`config.mk`:
```
export PLATFORM = sky130hd
export DESIGN_NAME = alu_flag_ir_unit
export DESIGN_NICKNAME = d
export VERILOG_FILES = /design/src/rtl/alu_flag_ir_unit.sv
export SDC_FILE = /design/constraint.sdc
export NUM_CORES = 1
export LEC_CHECK = 0
export CAP_MARGIN = 0
export CORE_MARGIN = 2
export CORE_UTILIZATION = 40
export DETAILED_ROUTE_END_ITERATION = 10
export GPL_TIMING_DRIVEN = 1
export PLACE_DENSITY = 0.65
export SLEW_MARGIN = 20
export SYNTH_ARGS = -nofsm -noshare
export SYNTH_HDL_FRONTEND = slang
export SYNTH_SLANG_ARGS = --single-unit
```
`constraint.sdc`:
```
create_clock -name CLK -period 8.4 [get_ports CLK]
set_input_delay 0.84 -clock CLK [delete_from_list [all_inputs] [get_ports CLK]]
set_output_delay 0.84 -clock CLK [all_outputs]
set_load 0.02 [all_outputs]
```
`src/rtl/alu_flag_ir_unit.sv`:
```
// rtl/alu_flag_ir_unit.sv - 32-bit ALU with flag register (FDR) and instruction register (IR)
// Optional extended opcodes 16-19 enabled by macro ALU_EXT_OPS_EN.
module alu_flag_ir_unit (
    input  logic        CLK,
    input  logic        CLR,
    input  logic [31:0] A,
    input  logic [31:0] B,
    input  logic [4:0]  OP,
    input  logic        FRLd,
    input  logic        IRLd,
    input  logic [31:0] MemData,
    output logic [31:0] result,
    output logic        FlagN,
    output logic        FlagZ,
    output logic        FlagC,
    output logic        FlagV,
    output logic [3:0]  FDROut,
    output logic [31:0] IROut
);

    logic [3:0]  fdr_q, fdr_d;
    logic [31:0] ir_q, ir_d;

    logic        cin, vs;
    logic        arith;
    logic [31:0] add_x, add_y;
    logic        add_c;
    logic [32:0] sum;

    assign cin = fdr_q[1];
    assign vs  = fdr_q[0];

    // Every arithmetic opcode is mapped onto one shared adder: x + y + c.
    always_comb begin
        add_x = A;
        add_y = B;
        add_c = 1'b0;
        arith = 1'b0;
        case (OP)
            5'd2, 5'd10: begin add_y = ~B; add_c = 1'b1; arith = 1'b1; end
            5'd3:        begin add_x = B; add_y = ~A; add_c = 1'b1; arith = 1'b1; end
            5'd4, 5'd11: begin arith = 1'b1; end
            5'd5:        begin add_c = cin; arith = 1'b1; end
            5'd6:        begin add_y = ~B; add_c = cin; arith = 1'b1; end
            5'd7:        begin add_x = B; add_y = ~A; add_c = cin; arith = 1'b1; end
            default:     begin end
        endcase
        sum = {1'b0, add_x} + {1'b0, add_y} + {32'd0, add_c};
    end

    always_comb begin
        result = 32'h0;
        case (OP)
            5'd0, 5'd8:  result = A & B;
            5'd1, 5'd9:  result = A ^ B;
            5'd2, 5'd3, 5'd4, 5'd5,
            5'd6, 5'd7, 5'd10, 5'd11: result = sum[31:0];
            5'd12:       result = A | B;
            5'd13:       result = B;
            5'd14:       result = A & ~B;
            5'd15:       result = ~B;
`ifdef ALU_EXT_OPS_EN
            5'd16:       result = A;
            5'd17:       result = B;
            5'd18:       result = A + 32'd4;
            5'd19:       result = A + B + 32'd4;
`endif
            default:     result = 32'h0;
        endcase
    end

    // Non-arithmetic ops pass the stored C and V straight through.
    always_comb begin
        FlagN = result[31];
        FlagZ = (result == 32'h0);
        FlagC = arith ? sum[32] : cin;
        FlagV = arith ? ((add_x[31] == add_y[31]) && (sum[31] != add_x[31])) : vs;
    end

    always_comb begin
        fdr_d = fdr_q;
        ir_d  = ir_q;
        if (FRLd) fdr_d = {FlagN, FlagZ, FlagC, FlagV};
        if (IRLd) ir_d  = MemData;
    end

    always_ff @(posedge CLK) begin
        if (!CLR) begin
            fdr_q <= 4'b0000;
            ir_q  <= 32'h0;
        end else begin
            fdr_q <= fdr_d;
            ir_q  <= ir_d;
        end
    end

    assign FDROut = fdr_q;
    assign IROut  = ir_q;

endmodule

```
# Yosys cells after proc, flatten, opt, wreduce, memory -nomap -nowiden
# Cells that the tools add are included.
[totals]
ff_bits = 36
input_bits = 105
out_inout_bits = 72
wordCells = 44
[classes]
addsub = 2
n_eq_ne = 17
n_mux = 7
n_bitwise = 6
n_reduce_logical = 10
[op_table]
columns = ["cell", "n"]
rows = [
  ["32-bit one-hot mux with 7 select lines", 1],
  ["32-bit AND", 2],
  ["32-bit inverter", 2],
  ["32-bit one-hot mux with 2 select lines", 1],
  ["5-bit by 4-bit == test with 1-bit output (second input constant)", 8],
  ["32-bit by 32-bit adder with 33-bit output", 1],
  ["33-bit by 1-bit adder with 33-bit output", 1],
  ["32-bit logical NOT", 1],
  ["32-bit two-way mux", 1],
  ["32-bit OR", 1],
  ["32-bit bitwise XOR", 1],
  ["5-bit by 3-bit == test with 1-bit output (second input constant)", 4],
  ["5-bit by 2-bit == test with 1-bit output (second input constant)", 2],
  ["3-bit OR reduction", 3],
  ["8-bit OR reduction", 1],
  ["2-bit OR reduction", 3],
  ["5-bit by 1-bit == test with 1-bit output (second input constant)", 1],
  ["5-bit logical NOT", 1],
  ["1-bit two-way mux", 3],
  ["1-bit one-hot mux with 2 select lines", 1],
  ["1-bit == test", 1],
  ["1-bit logical AND", 1],
  ["1-bit inequality test", 1],
]

# Longest topological paths before layout
[logic_depth]
ltp_word = 8
ltp_mapped = 23
depth_no_buf = 18

# Least setup slack after synthesis
# Ideal clock, no wire load.
[synth_path]
path_kind = "input-to-output"
start = "input port OP[1]"
end = "output port FlagZ"
t_arrival_ns = 7.209
required_time_ns = 7.560
path_slack_ns = 0.351
stages = 23
path_buffers = 6
cell_sequence = "clkbuf_1 buf_2 buf_1 clkbuf_1 nor4bb_1 or2_2 clkbuf_1 clkbuf_1 nand2_1 o21ai_0 o21ai_0 fa_1 fa_1 a21o_1 a221o_1 a21o_1 a21oi_4 nor4_1 a211o_1 a211o_1 or4_1 or4b_4 nor3_1"
[synth_via]
elab_chain_cells = 7
elab_cells_between_ends = 30
classes_between = "add/sub: 2; eq/ne: 15; mux: 4; reduce/logical: 9"
[synth_lines]
columns = ["item", "line", "text"]
rows = [
  ["start, declared", "8", "input logic [4:0] OP,"],
  ["5-bit by 2-bit == test with 1-bit output, or another cell as far along", "39, 53", ""],
  ["3-bit OR reduction (no source line) or 2-bit OR reduction (tied branches)", "-", ""],
  ["32-bit one-hot mux with 2 select lines or 32-bit two-way mux (tied branches)", "39", "case (OP)"],
  ["32-bit by 32-bit adder with 33-bit output", "48", "sum = {1'b0, add_x} + {1'b0, add_y} + {32'd0, add_c};"],
  ["33-bit by 1-bit adder with 33-bit output", "48", ""],
  ["32-bit one-hot mux with 7 select lines (*)", "53", "case (OP)"],
  ["named net result[20]", "12", "output logic [31:0] result,"],
  ["32-bit logical NOT (*)", "75", "FlagZ = (result == 32'h0);"],
  ["end, declared", "14", "output logic FlagZ,"],
]
# The timed path passes the listed nets; every way through them passes the cells marked *.

# Final worst setup path
[layout_path]
start = "input port OP[3]"
end = "output port FlagZ"
[layout_via]
elab_chain_cells = 7
elab_cells_between_ends = 30
classes_between = "add/sub: 2; eq/ne: 15; mux: 4; reduce/logical: 9"
[layout_lines]
columns = ["item", "line"]
rows = [
  ["5-bit by 2-bit == test with 1-bit output, or another cell as far along", "39, 53"],
  ["3-bit OR reduction (no source line) or 2-bit OR reduction (tied branches)", "-"],
  ["32-bit one-hot mux with 2 select lines or 32-bit two-way mux (tied branches)", "39"],
  ["32-bit by 32-bit adder with 33-bit output", "48"],
  ["33-bit by 1-bit adder with 33-bit output", "48"],
  ["32-bit one-hot mux with 7 select lines (*)", "53"],
  ["32-bit logical NOT (*)", "75"],
]
# Mark *: on every way between the ends. The rest lies on a longest branch, timed or not.

==> qor.txt <==
Status = completed
Latest clock arrival within the worst-skew pair = 0.27 ns
Dominant cells by area after synthesis = ha_1, dfxtp_1, o21ai_0
Setup TNS Final = 0 ns
Adder-cell share of the synthesized area = 12.6%
Unique cell type count in the Yosys netlist = 73
Comb pwr share = 60.2%
PD cells = 115 nW/um2
Initial core utilization = 41.2%
Multiplexer share of the synthesized area = 5.94%
Post-Synth XOR/XNOR Area = 5.72%
Worst setup SP type = input port
Post-CTS Resized = 0
Post-DP Area = 8410 um2
Post-synthesis average cell area = 6.78 um2
Worst Setup Slack, final = 0.713 ns
I/O Buffers = 176
R2r startpoint = FDROut[1]$_SDFFE_PN0P_
Seq/Total Area, Yosys = 10.9%
Vias per inst = 5.90
Slowest cell on crit path = clkdlybuf4s50_1
Post-synthesis compound-gate area fraction = 33.5%
Synth Instances = 971
Worst reg-to-reg setup slack = 3.64 ns
Clk root buf = clkbuf_16
Mapped Area = 6590 um2
Final core occ = 53.6%
Cell with the most instances after synthesis = o21ai_0
Drt first-iter violations = 674
DP HPWL = 18700 um
Clock Tree Buf Depth = 2
R2R depth = 15
Full die area = 17500 um2
Switching share of total power = 41.7%
Largest family of logic cells by synthesized area = compound AO/OA/AOI/OAI gates
Fmax = 130 MHz
CP startpoint = OP[3]
Flop pwr share = 18.9%
Initial antenna violation count = 0
CP Data Required Time = 7.56 ns
Post-place setup slack = 0.766 ns
Final worst path period share = 91.5%
First-pass GRT wire length = 38700 um
Least-Margin Pin Slew = 1.05 ns
Worst R2R End = FDROut[2]$_SDFFE_PN0P_
Register bit count reported by yosys = 36
Asr flop ratio synth = 0%
Synth-to-Final Area Change = 30.1%
Drt pass-1 iters = 6
Min cycle time layout = 7.69 ns
Fin area = 8570 um2
Crit path cell chain = clkdlybuf4s50_1, nor4bb_4, buf_4, o21ai_0, fa_1, fa_1, a21o_1, a221o_1, a21o_1, a21oi_4, nor4_1, a211o_1, a211o_1, or4_1, or4b_4, nor3_1, clkdlybuf4s50_1
Clock power frac = 21.0%
Final setup violating endpoints = 0
Worst min path class = reg -> reg
DR vias = 7727
Fin nets = 1262
Post CTS Setup Buffer Count = 0
Static Leak = 3.57 nW
Number of fill cells = 1592
N_diodes = 0
DR WL/cell = 18.9 um
CTS buffer count = 5
Final hold vios = 0
Post-synthesis simple-gate area fraction = 21.6%
Skew final = 0.000142 ns
CTS clk-pin slew, worst paths = 0.05 ns
Yosys top cell by area = ha_1
Worst slew margin = 29.9%
Global route total overflow = 0
Std cell rows = 46
Post-synth EDFFs = 0
Internal power = 0.576 mW
Worst-path fanout max = 43
Crit path arrival time = 6.85 ns
DRT antenna net count = 0
Slew Limit Fails = 0
Share of cells above drive strength 1 = 4.67%
Post-synth top flop = dfxtp_1
WS Path Type = in -> out
RSZ-0062 raised after global routing = false
P_sw = 0.413 mW
Die Wd = 132 um
Routability cong. = 0.971
Syn nets = 1141
Worst setup path end = FlagZ
Max-cap violations = 0
Total power = 0.989 mW
Drt drc = 0
Ys Warns = 0
Max H-tree Level = 2
Largest net degree at the start of global routing = 44
Die height = 132 um
Max VDD drop = 103 uV
Delay of the slowest cell on the worst path = 0.63 ns
CTS tree = built
All-Layer GR Usage = 27.1%
Total Routed Length = 24700 um
# IOs = 177
Core region area = 16000 um2
CTS Sinks = 36
Post-synth top cells = o21ai_0, nand2_1, inv_1, ha_1, clkbuf_1
Post-CTS Hold Fix Bufs = 0
Yosys top cell area share = 12.0%
Crit. End Element = output port
Vias in the first global route = 7177
-- layout by cell type, fill, tap and decap left out, drive strengths merged, types with 12 or more instances in the layout --
cell type	instances
clkdlybuf4s50	174
o21ai	142
nand2	116
inv	75
ha	63
a21oi	46
nor2	43
mux2i	38
dfxtp	36
xor2	36
nor2b	32
nor3	23
a21o	19
buf	19
a22oi	17
nand4	16
nand3	15
a221oi	15
a211oi	14
a31oi	12
-- registers in the layout (all words and copies together) (netlist names) --
register and cells:
IROut 32, FDROut 4
-- worst min path at each step --
stage                     cells past startpoint              startpoint                endpoint  slack (ns)
after floorplan                               2  FDROut[3]$_SDFFE_PN0P_  FDROut[3]$_SDFFE_PN0P_        0.55
after global placement                        2  FDROut[3]$_SDFFE_PN0P_  FDROut[3]$_SDFFE_PN0P_        0.47
after detailed placement                      2  FDROut[3]$_SDFFE_PN0P_  FDROut[3]$_SDFFE_PN0P_        0.48
after CTS                                     2  FDROut[3]$_SDFFE_PN0P_  FDROut[3]$_SDFFE_PN0P_        0.48
after global routing                          2  FDROut[3]$_SDFFE_PN0P_  FDROut[3]$_SDFFE_PN0P_        0.51
final                                         2  FDROut[3]$_SDFFE_PN0P_  FDROut[3]$_SDFFE_PN0P_        0.48
-- routing by layer --
layer	GRT usage (%)	vias to the layer above	part of all wire, %
li1	-	3757	-
met1	37.9	3574	45
met2	43.4	361	45
met3	4.04	35	7.9
met4	6.87	0	2.3
met5	0	-	0
-- power by group through the flow --
stage                     combinational, mW  clock (mW)  sequential, mW
final                                 0.595       0.207           0.186
after global routing                  0.642       0.220           0.188
after CTS                             0.587       0.210           0.186
after detailed placement              0.583           0           0.190
after global placement                0.581           0           0.189
after floorplan                       0.354           0           0.202
-- worst max-delay path, delay by kind of cell --
kind	cells	cell delay, ns
compound gates	7	1.74
fa+ha+maj	2	0.91
simple gates	5	1.69
buf+inv	3	1.65
-- layout make-up --
cell class / count / area (um2) / share of cell area [%]
Multi-Input combinational cell: 781 / 5260 / 61.3
Timing Repair Buffer: 193 / 1880 / 21.9
Sequential cell: 36 / 721 / 8.41
Inverter: 75 / 282 / 3.28
Tap cell: 216 / 270 / 3.15
Clock buffer: 6 / 129 / 1.50
Clock inverter: 2 / 35.0 / 0.409
-- cells by family (layout without fill, tap and decap cells) --
logic type | count (synthesis) | count (layout)
mux | 39 | 39
simple gates | 290 | 290
buf+inv | 154 | 276
flops | 36 | 36
xor+xnor | 43 | 43
fa+ha+maj | 65 | 65
compound gates | 344 | 344
-- per-stage QoR --
stage / hold WS, ns / std cells
2_1_floorplan: 0.553 / 971
3_3_place_gp: 0.472 / 1301
3_5_place_dp: 0.477 / 1301
4_1_cts: 0.483 / 1309
5_1_grt: 0.508 / 1309
6_report: 0.482 / 1309
No activity file was read; power rests on OpenSTA's default activity.
